`config.mk`:
```
export PLATFORM = sky130hd
export DESIGN_NAME = spi_tx_ctrl
export DESIGN_NICKNAME = d
export VERILOG_FILES = /design/src/rtl/spi_pkg.sv /design/src/rtl/spi_clk_tick.sv /design/src/rtl/spi_tx_ctrl.sv
export SDC_FILE = /design/constraint.sdc
export NUM_CORES = 1
export LEC_CHECK = 0
export ABC_AREA = 1
export CAP_MARGIN = 20
export CORE_MARGIN = 2
export CORE_UTILIZATION = 35
export CTS_CLUSTER_DIAMETER = 40
export DETAILED_ROUTE_END_ITERATION = 8
export GPL_ROUTABILITY_DRIVEN = 0
export PLACE_DENSITY = 0.67
export SLEW_MARGIN = 25
export SYNTH_ARGS = -nofsm -noshare
export SYNTH_HDL_FRONTEND = slang
export SYNTH_SLANG_ARGS = --single-unit
```
`constraint.sdc`:
```
create_clock -name FPGA_clk -period 1.52 [get_ports FPGA_clk]
set_input_delay 0.152 -clock FPGA_clk [delete_from_list [all_inputs] [get_ports FPGA_clk]]
set_output_delay 0.152 -clock FPGA_clk [all_outputs]
set_load 0.01 [all_outputs]
```
`src/rtl/spi_pkg.sv`:
```
// Shared SPI definitions: default word geometry and the sequencer state
// encoding, common to the TX/RX sequencers and the serializer.
package spi_pkg;

  localparam int SPI_WORD_W = 16;
  localparam int SPI_IDX_W  = 4;

  typedef enum logic [1:0] {
    IDLE  = 2'd0,
    SETUP = 2'd1,
    SHIFT = 2'd2,
    HOLD  = 2'd3
  } state_t;

  // Width of a counter that must reach max(a, b, c) - 1.
  function automatic int cnt_width(input int a, input int b, input int c);
    int m;
    m = (a > b) ? a : b;
    m = (m > c) ? m : c;
    return (m <= 1) ? 1 : $clog2(m);
  endfunction

endpackage

```
`src/rtl/spi_clk_tick.sv`:
```
// SCLK half-period timer: counts 0..DIV-1 and flags each wrap as the
// rising or falling SCLK edge that is about to be registered.
module spi_clk_tick #(
  parameter int DIV   = 4,
  parameter int CNT_W = 2
) (
  input  logic clk,
  input  logic rst_n,
  input  logic en,
  input  logic clr,
  output logic rise_tick,
  output logic fall_tick
);

  logic [CNT_W-1:0] cnt_q;
  logic             phase_q;  // 0: the next wrap produces a rising edge
  logic             wrap;

  assign wrap      = en && (cnt_q == CNT_W'(DIV - 1));
  assign rise_tick = wrap && !phase_q;
  assign fall_tick = wrap && phase_q;

  always_ff @(posedge clk or negedge rst_n) begin
    if (!rst_n) begin
      cnt_q   <= '0;
      phase_q <= 1'b0;
    end else if (clr) begin
      cnt_q   <= '0;
      phase_q <= 1'b0;
    end else if (en) begin
      if (wrap) begin
        cnt_q   <= '0;
        phase_q <= ~phase_q;
      end else begin
        cnt_q <= cnt_q + CNT_W'(1);
      end
    end
  end

endmodule

```
`src/rtl/spi_tx_ctrl.sv`:
```
// SPI transmit sequencer: accepts a word, holds it for the serializer and
// drives serializer enable/index, SCLK (mode 0) and CS_n framing.
module spi_tx_ctrl
  import spi_pkg::*;
#(
  parameter int WORD_W   = SPI_WORD_W,
  parameter int IDX_W    = SPI_IDX_W,
  parameter int CLK_DIV  = 4,
  parameter int CS_SETUP = 2,
  parameter int CS_HOLD  = 2
) (
  input  logic              FPGA_clk,
  input  logic              FPGA_rst_n,
  input  logic              tx_valid,
  output logic              tx_ready,
  input  logic [WORD_W-1:0] tx_data,
  output logic [WORD_W-1:0] pts_data,
  output logic              pts_en,
  output logic [IDX_W-1:0]  pts_index,
  output logic              spi_sclk,
  output logic              spi_cs_n,
  output logic              busy,
  output logic              done,
  output logic [1:0]        fsm_state
);

  localparam int CNT_W = cnt_width(CLK_DIV, CS_SETUP, CS_HOLD);

  if (CLK_DIV < 1) begin : g_bad_div
    $error("spi_tx_ctrl: CLK_DIV must be at least 1");
  end
  if (CS_SETUP < 1) begin : g_bad_setup
    $error("spi_tx_ctrl: CS_SETUP must be at least 1");
  end
  if (CS_HOLD < 1) begin : g_bad_hold
    $error("spi_tx_ctrl: CS_HOLD must be at least 1");
  end
  if (IDX_W != $clog2(WORD_W)) begin : g_bad_idx
    $error("spi_tx_ctrl: IDX_W must equal clog2(WORD_W)");
  end

  state_t             state_q, state_d;
  logic [CNT_W-1:0]   cnt_q;
  logic [IDX_W-1:0]   idx_q;
  logic [WORD_W-1:0]  data_q;
  logic               sclk_q, cs_n_q, en_q, done_q;
  logic               accept, rise_tick, fall_tick;

  // Handshake: a word transfers on a rising clock edge where tx_valid and
  // tx_ready are both high; tx_ready is high only in IDLE, so a word offered
  // while busy simply waits (it is neither taken nor dropped).
  assign accept    = tx_valid && (state_q == IDLE);
  assign tx_ready  = (state_q == IDLE);
  assign busy      = (state_q != IDLE);
  assign fsm_state = state_q;

  assign pts_data  = data_q;
  assign pts_index = idx_q;
  assign pts_en    = en_q;
  assign spi_sclk  = sclk_q;
  assign spi_cs_n  = cs_n_q;
  assign done      = done_q;

  spi_clk_tick #(
    .DIV   (CLK_DIV),
    .CNT_W (CNT_W)
  ) u_tick (
    .clk       (FPGA_clk),
    .rst_n     (FPGA_rst_n),
    .en        (state_q == SHIFT),
    .clr       (state_q != SHIFT),
    .rise_tick (rise_tick),
    .fall_tick (fall_tick)
  );

  always_comb begin
    state_d = state_q;
    case (state_q)
      IDLE:    if (accept) state_d = SETUP;
      SETUP:   if (cnt_q == CNT_W'(CS_SETUP - 1)) state_d = SHIFT;
      SHIFT:   if (fall_tick && idx_q == '0) state_d = HOLD;
      HOLD:    if (cnt_q == CNT_W'(CS_HOLD - 1)) state_d = IDLE;
      default: state_d = IDLE;
    endcase
  end

  // Outputs are registered from the next state so they line up with it.
  always_ff @(posedge FPGA_clk or negedge FPGA_rst_n) begin
    if (!FPGA_rst_n) begin
      state_q <= IDLE;
      cnt_q   <= '0;
      idx_q   <= IDX_W'(WORD_W - 1);
      data_q  <= '0;
      sclk_q  <= 1'b0;
      cs_n_q  <= 1'b1;
      en_q    <= 1'b0;
      done_q  <= 1'b0;
    end else begin
      state_q <= state_d;
      if (state_d != state_q || state_q == IDLE || state_q == SHIFT)
        cnt_q <= '0;
      else
        cnt_q <= cnt_q + CNT_W'(1);

      if (state_q == SHIFT && state_d == SHIFT) begin
        if (rise_tick)      sclk_q <= 1'b1;
        else if (fall_tick) sclk_q <= 1'b0;
      end else begin
        sclk_q <= 1'b0;
      end

      cs_n_q <= (state_d == IDLE);
      en_q   <= (state_d == SETUP) || (state_d == SHIFT);
      done_q <= (state_q == HOLD) && (state_d == IDLE);

      // Index moves only on falling edges and saturates at 0.
      if (accept) begin
        data_q <= tx_data;
        idx_q  <= IDX_W'(WORD_W - 1);
      end else if (state_q == SHIFT && fall_tick && idx_q != '0) begin
        idx_q <= idx_q - IDX_W'(1);
      end
    end
  end

endmodule

```
* After elaboration in Yosys (flattened, before gate mapping) *
Cells that the tools add are included.

cells by class
  multiplexer cells = 17
  equal/unequal tests = 10
  bitwise operators = 1
  $add $sub $neg = 3
  reduce and logical (&&, ||, !) cells = 22

operators with widths
  cell                                              number
  2-to-1 mux 2 bit                                  8
  logical AND 1 bit                                 9
  == test 2 bit, second input constant              4
  2-to-1 mux 4 bit                                  2
  case mux 2 bit (4 select lines)                   1
  nonzero test 2 bit                                4
  == test 2 x 1 -> 1 bit, second input constant     3
  2-to-1 mux 1 bit                                  6
  adder 2 x 1 -> 2 bit, second input constant       2
  zero test 2 bit                                   2
  zero test 4 bit                                   1
  nonzero test 4 bit                                1
  subtractor 4 x 1 -> 4 bit, second input constant  1
  logical OR 1 bit                                  3
  inequality test 3 bit, second input constant      1
  inequality test 2 bit                             1
  inequality test 2 bit, second input constant      1
  AND reduction 2 bit                               1
  zero test 1 bit                                   1
  NOT 1 bit                                         1

storage, ports and cells
  word-level logic and storage cells = 63
  output and inout bits = 28
  bits in registers = 31
  input bits = 19

* Logic depth before layout (Yosys ltp) *
Gate-level depths: netlist of the first run.

  depth in word-level cells = 10
  depth in mapped cells = 9

* Cells and area by module *
Synthesis of the first run repeated with hierarchy kept, for this count alone.

second synthesis, totals
  cell total of the unflattened synthesis = 163
  area, all modules = 1431.4 sq um

modules (own cells, without submodules)
  module        times used  area each (sq um)  sequential area each (sq um)  cells each
  spi_tx_ctrl   1           1267.5             706.9                         141
  spi_clk_tick  1           163.9              75.1                          22

* Worst setup path before layout of the first run *
Ideal clock, no wire load.

  path kind = register to register
  start = register idx_q[0] (netlist: pts_index[0])
  end = register sclk_q (netlist: spi_sclk)
  cell stages (with the launch flop) = 9
  setup slack = -0.056 ns
  arrival time = 1.504 ns
  path through = dfstp_2 inv_1 ha_1 nand3_1 nor2_1 a21oi_2 ha_1 o211ai_1 nor2_1

on the way
  cells in the longest elaborated chain, start to end = 7
  elaborated cells on any way between the ends = 8

ends and longest elaborated chain
  item                                                                        RTL line            source
  start: declaration                                                          spi_tx_ctrl.sv:44   logic [IDX_W-1:0] idx_q;
  start signal: assignment                                                    spi_tx_ctrl.sv:92   idx_q <= IDX_W'(WORD_W - 1);
  start signal: assignment                                                    spi_tx_ctrl.sv:119  idx_q <= IDX_W'(WORD_W - 1);
  start signal: assignment                                                    spi_tx_ctrl.sv:121  idx_q <= idx_q - IDX_W'(1);
  zero test 4 bit *                                                           spi_tx_ctrl.sv:81   SHIFT: if (fall_tick && idx_q == '0) state_d = HOLD;
  logical AND 1 bit *                                                         spi_tx_ctrl.sv:81
  2-to-1 mux 2 bit *                                                          spi_tx_ctrl.sv:81
  case mux 2 bit (4 select lines) *                                           spi_tx_ctrl.sv:78   case (state_q)
  == test 2 bit *                                                             spi_tx_ctrl.sv:105  if (state_q == SHIFT && state_d == SHIFT) begin
  logical AND 1 bit *                                                         spi_tx_ctrl.sv:105
  inequality test 3 bit (no line) / 2-to-1 mux 1 bit (equally long branches)  --
  end signal: assignment                                                      spi_tx_ctrl.sv:106  if (rise_tick) sclk_q <= 1'b1;
  end signal: assignment                                                      spi_tx_ctrl.sv:107  else if (fall_tick) sclk_q <= 1'b0;
  end signal: assignment                                                      spi_tx_ctrl.sv:109  sclk_q <= 1'b0;
  end: declaration                                                            spi_tx_ctrl.sv:46   logic sclk_q, cs_n_q, en_q, done_q;

Every way passes the cells marked *; elsewhere a longest branch is shown, timed or not.
A chain may end at the register's enable or synchronous reset.

* Worst setup path in the final report of the first run *
Same ends and word-level chain as after synthesis.

==> metrics.md, run 1 <==
| Metric | Value |
|---|---|
| Antenna violation net count after detailed routing | `0` |
| Pre-Repair DR Iteration Count | `4` |
| # DRC | `0` |
| Final WL | `3040 µm` |
| Area of the multi-input gates | `roughly 550 µm²` |
| Core Rows | `22` |
| Hold Fails Final Rpt | `0` |
| Ports | `47` |
| Cell area power density | `738 nW/µm²` |
| CP max FO | `3` |
| Tightest Pin Transition | `just under 0.4 ns` |
| CTS Hold Bufs | `0` |
| Total of max-cap violations | `0` |
| CTS sink count | `31` |
| CTS Buf Count | `5` |
| TritonCTS clock tree | `yes` |
| Crit share post-route | `0.993` |
| Share of cells above drive strength 1 | `0.207` |
| Critical Path RT | `1.73 ns` |
| Startpoint types | `flip-flop` |
| Vias in the first global route | `1,251` |
| Reg area | `between 700 and 800 µm²` |
| Synthesized area per cell | `slightly above 9 µm²` |
| Flip-flop and latch count after synthesis | `31` |
| Post-synth cell types | `23` |
| DR WL/cell | `~12 µm` |
| Net Count, Synth | `177` |
| DRT iter0 DRCs | `22` |
| Most frequent cells in the layout | `nand2_1, clkdlybuf4s50_1, dfrtp_1, nand3_1, buf_4` |
| Die H | `67.1 µm` |
| Dpl cells | `250` |
| Highest metal used | `met4` |
| Final non-filler cell total | `261` |
| Placement Cell Area | `1950 µm²` |
| Slowest CP cell | `dfstp_2` |
| Die Width | `roughly 67 µm` |
| Clock Latency Late Sink | `between 0.2 and 0.3 ns` |
| Crit path largest cell delay | `0.55 ns` |
| Hold Crit Class | `in -> async` |
| Met1 wire length | `1250 µm` |
| Clock-pin slew on the worst setup and hold paths | `0.06 ns` |
| Diodes inserted | `0` |
| Leak pwr | `0.00106 µW` |
| Place WS | `-0.00403 ns` |
| Clock root cell | `clkbuf_8` |
| Final Skew | `0.00704 ns` |
| # setup viols final | `0` |
| Post-DR vias/cell | `~4.7` |
| Global-route wire length before repair | `5200 µm` |
| Core area | `approximately 3700 µm²` |
| Worst Setup End Kind | `flip-flop` |
| Layout area overhead | `51.4%` |
| PortBufs | `46` |
| GRT Resource Usage Total | `0.156` |
| # H-tree levels | `2` |
| Crit path DAT | `1.72 ns` |
| Crit path time final | `~1.5 ns` |
| DP Wirelength | `between 2000 and 2500 µm` |
| RSZ-0062 raised after global routing | `yes` |
| Detailed-route via count | `1,219` |
| Largest net degree at the start of global routing | `32` |
| Final hold slack | `0.265 ns` |
| Synthesized cell area | `1390 µm²` |
| Commonest non-fill, non-tap cell in the layout | `nand2_1` |
| Post-Syn Instances | `between 150 and 200` |
| Initial antenna violation count | `0` |
| Grt total ovfl | `0` |
| Die Area | `roughly 4500 µm²` |
| Worst-path cell chain | `inv_2, ha_4, nand3_2, nor2_2, a21oi_2, ha_2, o211ai_1, nor2_1` |
| Layout filler cell count | `338` |
| CTS Buffer Depth | `2` |
| Relative slew slack | `0.742` |
| Final Slew Violations | `0` |
| IR drop worst, VDD | `531 µV` |
| Status | `complete, no violations` |
| WS Path Type | `reg -> reg` |
| Max Clk Rate | `662 MHz` |
| Met3 routed WL | `243 µm` |
| Post-synthesis sequential area ratio | `0.562` |
| Worst setup margin | `roughly 0.010 ns` |
| Setup TNS | `0 ns` |
| Met2 routed WL | `between 1500 and 2000 µm` |
| Post-Layout Inst Area | `2110 µm²` |
| Nets | `237` |
| Starting Density | `0.372` |
| Yosys warns | `0` |
==> cell type report <==
cell class	instances	area share
repair buffers	59	0.267
flip-flops and latches	31	0.371
clock inverters	1	0.00238
inverters	16	0.0285
clock buffers	7	0.0410
well taps	48	0.0285
multi-input cells	99	0.261
==> through the flow <==
stage / util / total power, µW
finish: 0.563 / 1550
global route: 0.563 / 1620
CTS: 0.548 / 1580
detailed placement: 0.522 / 915
global placement: 0.522 / 913
floorplan: - / 848
==> timing repair <==
| action | in CTS | in global routing |
|---|---|---|
| pin swaps | 1 | 5 |
| resized for setup | 6 | 13 |
| hold endpoints to repair | 0 | 0 |
| setup buffers | 1 | 2 |
| setup endpoints to repair | 7 | 6 |
| cloned | 0 | 0 |
==> critical path: cells and delay by family (launching register included) <==
kind	cells	cell delay (ns)
buffers and inverters	1	0.05
DFF	1	0.55
and+or+nand+nor	3	0.21
adders and majority gates	2	0.36
AOI/OAI and AO/OA	2	0.27
==> cells by family (layout without fill, tap and decap cells) <==
kind of cell	Yosys count	in the layout	synth area share
AO/OA/AOI/OAI	4	4	0.0243
adder cells (fa/ha/maj)	6	6	0.0540
buffers and inverters	22	83	0.0710
flip-flops	31	31	0.562
AND/OR/NAND/NOR	89	89	0.289
==> layer usage <==
metal  vias to the layer above  track usage
li1                        593            -
met1                       573        0.179
met2                        46        0.265
met3                         7       0.0490
met4                         0       0.0689
met5                         -            0
==> path summary, 6_finish.rpt <==
path	slack, ns	to	cells after the start	start
hold / removal	0.27	pts_data[3]$_DFFE_PN0P_	2	FPGA_rst_n
setup / recovery	0.01	spi_sclk$_DFFE_PN0P_	8	pts_index[0]$_DFFE_PN1P_
min in group FPGA_clk	0.42	pts_data[8]$_DFFE_PN0P_	3	tx_data[8]
setup reg to reg	0.01	spi_sclk$_DFFE_PN0P_	8	pts_index[0]$_DFFE_PN1P_
max in group asynchronous	0.94	pts_index[0]$_DFFE_PN1P_	2	FPGA_rst_n
hold reg to reg	0.44	u_tick.cnt_q[0]$_DFF_PN0_	1	u_tick.cnt_q[0]$_DFF_PN0_
==> power breakdown <==
group	internal (µW)	switching, µW	leakage (µW)
logic	43.6	28.4	0.000630
clock network	365	292	0.0000482
registers	826	0	0.000387
total	1230	320	0.00106
==> registers in the layout, summed over array words and instances (netlist names) <==
| signal | count |
|---|---|
| fsm_state | 2 |
| u_tick.phase_q | 1 |
| u_tick.cnt_q | 2 |
| spi_sclk | 1 |
| spi_cs_n | 1 |
| cnt_q | 2 |
| pts_data | 16 |
| done | 1 |
| pts_en | 1 |
| pts_index | 4 |
==> Yosys cell counts <==
cell type	n	area [µm²]
or2_2	1	6.26
nor2_1	10	37.5
o21ai_0	1	5.00
o211ai_1	1	7.51
nand3b_1	1	7.51
dfrtp_1	26	651
a31oi_2	1	12.5
buf_2	4	20.0
nand2_1	45	169
nand2_2	2	12.5
nor2_4	1	11.3
nor3_1	1	5.00
inv_1	15	56.3
buf_4	1	7.51
nand2_4	1	11.3
nand3_1	25	125
ha_1	6	75.1
a21oi_2	1	8.76
nor2_2	1	6.26
buf_6	1	11.3
dfstp_2	5	131
inv_2	1	3.75
nand3_2	1	10.0
Power figures use the tool's default switching activity.
==> run 2, diff against run 1 <==
- SETUP_SLACK_MARGIN: default -> 0.2
==> metrics.md, run 2 (synthesized netlist as in run 1, its figures left out) <==
| Metric | Value |
|---|---|
| Status | `complete, no violations (unchanged)` |
| Antenna violation net count after detailed routing | `0 (unchanged)` |
| DR WL/cell | `13.3 µm (was 11.7 µm)` |
| Most used routing layer | `met2 (unchanged)` |
| CTS Buffer Depth | `2 (unchanged)` |
| Crit path DAT | `1.69 ns (was 1.72 ns)` |
| DRT iter0 DRCs | `65 (was 22)` |
| Reg area | `785 µm² (was 782 µm²)` |
| Final Slew Violations | `0 (unchanged)` |
| Share of cells above drive strength 1 | `0.266 (was 0.207)` |
| WS Path Type | `reg -> reg (unchanged)` |
| Vias in the first global route | `1,263 (was 1,251)` |
| # setup viols final | `0 (unchanged)` |
| Total of max-cap violations | `0 (unchanged)` |
| Pwr Total | `1600 µW (was 1550 µW)` |
| Die H | `67.1 µm (unchanged)` |
| Crit path time final | `1.49 ns (was 1.51 ns)` |
| CTS Buf Count | `5 (unchanged)` |
| Starting Density | `0.372 (unchanged)` |
| Crit share post-route | `0.979 (was 0.993)` |
| Commonest non-fill, non-tap cell in the layout | `nand2_1 (unchanged)` |
| Core area | `3740 µm² (unchanged)` |
| Die Area | `4500 µm² (unchanged)` |
| Relative slew slack | `0.736 (was 0.742)` |
| Hold Fails Final Rpt | `0 (unchanged)` |
| Clock-pin slew on the worst setup and hold paths | `0.07 ns (was 0.06 ns)` |
| Met1 Use GR | `0.195 (was 0.179)` |
| Layout filler cell count | `340 (was 338)` |
| Core Rows | `22 (unchanged)` |
| Worst Setup End Kind | `flip-flop (unchanged)` |
| Initial antenna violation count | `0 (unchanged)` |
| Max Clk Rate | `672 MHz (was 662 MHz)` |
| Area of the multi-input gates | `614 µm² (was 551 µm²)` |
| # H-tree levels | `2 (unchanged)` |
| Sw Ratio | `0.197 (was 0.206)` |
| TritonCTS clock tree | `yes (unchanged)` |
| Final Skew | `0.00719 ns (was 0.00704 ns)` |
| Final non-filler cell total | `266 (was 261)` |
| Clock power share | `0.438 (was 0.422)` |
| Seq pwr share | `0.517 (was 0.531)` |
| Leak pwr | `0.00116 µW (was 0.00106 µW)` |
| Die Width | `67.1 µm (unchanged)` |
| Startpoint types | `flip-flop (unchanged)` |
| Pre-Repair DR Iteration Count | `4 (unchanged)` |
| Tightest Pin Transition | `0.397 ns (was 0.387 ns)` |
| Dpl cells | `248 (was 250)` |
| Ports | `47 (unchanged)` |
| Critical Path RT | `1.73 ns (about the same)` |
| CP max FO | `4 (was 3)` |
| Met3 Track Usage GR | `0.0743 (was 0.0490)` |
| Most frequent cells in the layout | `nand2_1, dfrtp_1, nand3_1, clkdlybuf4s50_1, dlygate4sd2_1 (was nand2_1, clkdlybuf4s50_1, dfrtp_1, nand3_1, buf_4)` |
| PortBufs | `46 (unchanged)` |
| CTS sink count | `31 (unchanged)` |
| Pint | `1280 µW (was 1230 µW)` |
| Hold Crit Class | `in -> async (unchanged)` |
| Net Switching | `315 µW (was 320 µW)` |
| Met2 usage | `0.285 (was 0.265)` |
| Nets | `242 (was 237)` |
| Layout area overhead | `58.1% (was 51.4%)` |
| Detailed-route via count | `1,265 (was 1,219)` |
| Largest net degree at the start of global routing | `32 (unchanged)` |
| # DRC | `0 (unchanged)` |
| Global-route wire length before repair | `5570 µm (was 5200 µm)` |
| Diodes inserted | `0 (unchanged)` |
| DP Wirelength | `2380 µm (was 2200 µm)` |
| Max reg flops | `16 (unchanged)` |
| Post-DR vias/cell | `4.76 (was 4.67)` |
| Cell area power density | `726 nW/µm² (was 738 nW/µm²)` |
| RSZ-0062 raised after global routing | `yes (unchanged)` |
| Clock root cell | `clkbuf_8 (unchanged)` |
| GRT Resource Usage Total | `0.170 (was 0.156)` |
| Final WL | `3540 µm (was 3040 µm)` |
| Grt total ovfl | `0 (unchanged)` |
| Combinational Power Share | `0.045 (was 0.046)` |
| IR drop worst, VDD | `607 µV (was 531 µV)` |
| Clock Latency Late Sink | `0.28 ns (about the same)` |
==> run 2: changes by cell type in the layout (fill, tap and decap cells not counted), sizes merged <==
| cell | before | now |
|---|---|---|
| clkinv | 1 | 0 |
| clkbuf | 7 | 10 |
| buf | 13 | 20 |
| clkdlybuf4s50 | 38 | 21 |
| dlymetal6s2s | 3 | 1 |
| dlygate4sd2 | 5 | 20 |
==> run 2: stage by stage <==
stage	hold WS, ns	instance area, µm²	util	worst slack [ns]	TNS [ns]
final	0.272	2200	0.588	0.0312	0
after floorplan	-0.144	1430	-	0.0491	0
after global routing	0.295	2200	0.588	-0.0162	-0.0304
after CTS	0.277	2110	0.563	0.0567	0
after global placement	0.420	1980	0.529	0.0467	0
after detailed placement	0.432	1980	0.529	-0.00941	-0.00941
==> run 2: final timing paths <==
path / startpoint / end / slack [ns] / cells past startpoint
hold reg to reg: pts_data[4]$_DFFE_PN0P_ / pts_data[4]$_DFFE_PN0P_ / 0.48 / 2
setup / recovery: pts_index[0]$_DFFE_PN1P_ / spi_sclk$_DFFE_PN0P_ / 0.03 / 8
hold / removal: FPGA_rst_n / pts_data[3]$_DFFE_PN0P_ / 0.27 / 2
max in group asynchronous: FPGA_rst_n / pts_index[2]$_DFFE_PN1P_ / 0.93 / 2
setup reg to reg: pts_index[0]$_DFFE_PN1P_ / spi_sclk$_DFFE_PN0P_ / 0.03 / 8
min in group FPGA_clk: tx_data[8] / pts_data[8]$_DFFE_PN0P_ / 0.43 / 3
==> run 2: power groups by stage <==
stage / Sequential [µW] / Combinational, µW / Clock, µW
CTS: 826 / 73.7 / 720
finish: 826 / 72.1 / 699
floorplan: 841 / 6.98 / 0
detailed placement: 840 / 73.9 / 0
global placement: 840 / 71.9 / 0
global route: 825 / 79.2 / 768
==> run 2: critical path: stages (launching register included) <==
cell	delay [ns]
dfstp_2	0.56
inv_4	0.05
ha_4	0.16
nand3_4	0.07
nor2_4	0.04
a21oi_4	0.18
ha_4	0.15
o211ai_1	0.08
nor2_1	0.11
==> run 2: routing by layer <==
layer  routed length [µm]  share of wire
met1                 1430           0.40
met4                   40          0.011
met3                  264          0.075
met2                 1800           0.51
met5                    0              0
==> run 2: timing repair <==
item                                    4_1_cts  5_1_grt
hold buffers                                  0        0
pin swaps                                     4        9
endpoints found under the setup margin       30       15
buffers inserted                              6        4
resized for setup                            30       23
==> run 2: final cells by class <==
cell class | count | area share
Inverter | 16 | 0.0296
Multi-Input combinational cell | 99 | 0.279
Tap cell | 48 | 0.0273
Timing Repair Buffer | 64 | 0.262
Sequential cell | 31 | 0.357
Clock buffer | 8 | 0.0455
==> run 3, diff against run 2 <==
- CORE_UTILIZATION: 35 -> 40
- PLACE_DENSITY: 0.67 -> 0.74
==> metrics.md, run 3 (synthesized netlist as in run 1, its figures left out) <==
| Metric | Value |
|---|---|
| Hold Crit Class | `in -> async (unchanged)` |
| Share of cells above drive strength 1 | `0.318 (was 0.266)` |
| Die H | `63.0 µm (was 67.1 µm)` |
| CTS sink count | `31 (unchanged)` |
| Largest net degree at the start of global routing | `32 (unchanged)` |
| Total of max-cap violations | `0 (unchanged)` |
| Crit path DAT | `1.75 ns (was 1.69 ns)` |
| Final non-filler cell total | `269 (was 266)` |
| Final hold slack | `0.212 ns (was 0.272 ns)` |
| Max Clk Rate | `670 MHz (was 672 MHz)` |
| Commonest non-fill, non-tap cell in the layout | `nand2_1 (unchanged)` |
| Final WL | `3830 µm (was 3540 µm)` |
| Pwr Total | `1350 µW (was 1600 µW)` |
| # DRC | `0 (unchanged)` |
| CTS Buf Count | `5 (unchanged)` |
| Worst Setup End Kind | `flip-flop (unchanged)` |
| DRT iter0 DRCs | `41 (was 65)` |
| Crit path time final | `1.49 ns (about the same)` |
| WS Path Type | `reg -> reg (unchanged)` |
| Ports | `47 (unchanged)` |
| Tightest Pin Transition | `0.397 ns (about the same)` |
| Pre-Repair DR Iteration Count | `4 (unchanged)` |
| Leak pwr | `0.00121 µW (was 0.00116 µW)` |
| RSZ-0062 raised after global routing | `yes (unchanged)` |
| DP Wirelength | `2370 µm (was 2380 µm)` |
| # H-tree levels | `2 (unchanged)` |
| Diodes inserted | `0 (unchanged)` |
| Hold Fails Final Rpt | `0 (unchanged)` |
| Status | `complete, no violations (unchanged)` |
| Post-DR vias/cell | `4.85 (was 4.76)` |
| Critical Path RT | `1.78 ns (was 1.73 ns)` |
| Relative slew slack | `0.736 (about the same)` |
| Vias in the first global route | `1,304 (was 1,263)` |
| Global-route wire length before repair | `5660 µm (was 5570 µm)` |
| Nets | `247 (was 242)` |
| Layout area overhead | `64.1% (was 58.1%)` |
| Die Width | `63.0 µm (was 67.1 µm)` |
| Die Area | `3970 µm² (was 4500 µm²)` |
| Final Slew Violations | `0 (unchanged)` |
| Dpl cells | `246 (was 248)` |
| Cell area power density | `591 nW/µm² (was 726 nW/µm²)` |
| Most frequent cells in the layout | `nand2_1, dfrtp_1, nand3_1, dlygate4sd2_1, clkdlybuf4s50_1 (was nand2_1, dfrtp_1, nand3_1, clkdlybuf4s50_1, dlygate4sd2_1)` |
| IR drop worst, VDD | `463 µV (was 607 µV)` |
| Initial antenna violation count | `0 (unchanged)` |
| Core Rows | `21 (was 22)` |
| Crit share post-route | `0.982 (was 0.979)` |
| Core Util, Final | `0.684 (was 0.588)` |
| Core area | `3340 µm² (was 3740 µm²)` |
| GRT Resource Usage Total | `0.184 (was 0.170)` |
| CTS Buffer Depth | `2 (unchanged)` |
| Grt total ovfl | `0 (unchanged)` |
| PortBufs | `46 (unchanged)` |
| CP max FO | `3 (was 4)` |
| Antenna violation net count after detailed routing | `0 (unchanged)` |
| # setup viols final | `0 (unchanged)` |
| Layout filler cell count | `269 (was 340)` |
| DR WL/cell | `14.2 µm (was 13.3 µm)` |
| CTS Hold Bufs | `0 (unchanged)` |
| Detailed-route via count | `1,304 (was 1,265)` |
| Area of the multi-input gates | `676 µm² (was 614 µm²)` |
| TritonCTS clock tree | `yes (unchanged)` |
| Clock Latency Late Sink | `0.32 ns (was 0.28 ns)` |
| Post-Layout Inst Area | `2280 µm² (was 2200 µm²)` |
| Clock-pin slew on the worst setup and hold paths | `0.09 ns (was 0.07 ns)` |
| Reg area | `783 µm² (was 785 µm²)` |
| Startpoint types | `flip-flop (unchanged)` |
| Clock root cell | `clkbuf_4 (was clkbuf_8)` |
| Placement Cell Area | `1960 µm² (was 1980 µm²)` |
| Max reg flops | `16 (unchanged)` |
| Final Skew | `0.00381 ns (was 0.00719 ns)` |
| Starting Density | `0.417 (was 0.372)` |
[run 3: through the flow]
step	setup TNS [ns]	setup slack [ns]
global route	-0.0993	-0.0362
CTS	0	0.0178
finish	0	0.0281
detailed placement	-0.0437	-0.0437
global placement	0	0.0392
floorplan	0	0.0491
[run 3: final cells by class]
type                            instances  area share
Clock inverter                          1     0.00219
Multi-Input combinational cell         99       0.296
Clock buffer                            7      0.0197
Tap cell                               46      0.0252
Inverter                               16      0.0285
Timing Repair Buffer                   69       0.285
Sequential cell                        31       0.343
[run 3: final timing paths]
kind,start,end,slack [ns],depth (start not counted)
max,pts_index[0]$_DFFE_PN1P_,done$_DFF_PN0_,0.03,9
min,FPGA_rst_n,fsm_state[1]$_DFF_PN0_,0.21,2
max reg2reg,pts_index[0]$_DFFE_PN1P_,done$_DFF_PN0_,0.03,9
min reg2reg,pts_data[10]$_DFFE_PN0P_,pts_data[10]$_DFFE_PN0P_,0.47,2
max in group asynchronous,FPGA_rst_n,pts_index[2]$_DFFE_PN1P_,0.98,2
min in group FPGA_clk,tx_data[9],pts_data[9]$_DFFE_PN0P_,0.37,3
[run 3: critical path, cell delays in order (launching register included)]
cell and delay, ns:
dfstp_2 0.57, inv_4 0.04, ha_4 0.15, nand3_4 0.07
nor2_4 0.04, a21oi_4 0.19, buf_4 0.15, ha_4 0.12
inv_1 0.03, nor2_1 0.07
[run 3: routing by layer]
layer / global-route usage / wire [µm] / share of wire / up-vias
met5: 0 / 0 / 0 / -
met3: 0.0649 / 143 / 0.037 / 12
met4: 0.0806 / 144 / 0.038 / 0
met2: 0.314 / 1980 / 0.52 / 43
li1: - / - / - / 621
met1: 0.206 / 1560 / 0.41 / 628
[run 3: timing repair]
item / CTS / global route
gates cloned: 0 / 2
pin swaps: 6 / 7
endpoints found under the hold margin: 0 / 0
resized for setup: 40 / 45
setup endpoints to repair: 34 / 14
buffers inserted: 7 / 6
[run 3: power breakdown]
part           internal, µW  switching, µW  total, µW
Clock                   180            271        451
Sequential              825              0        825
Combinational          43.6           30.1       73.6
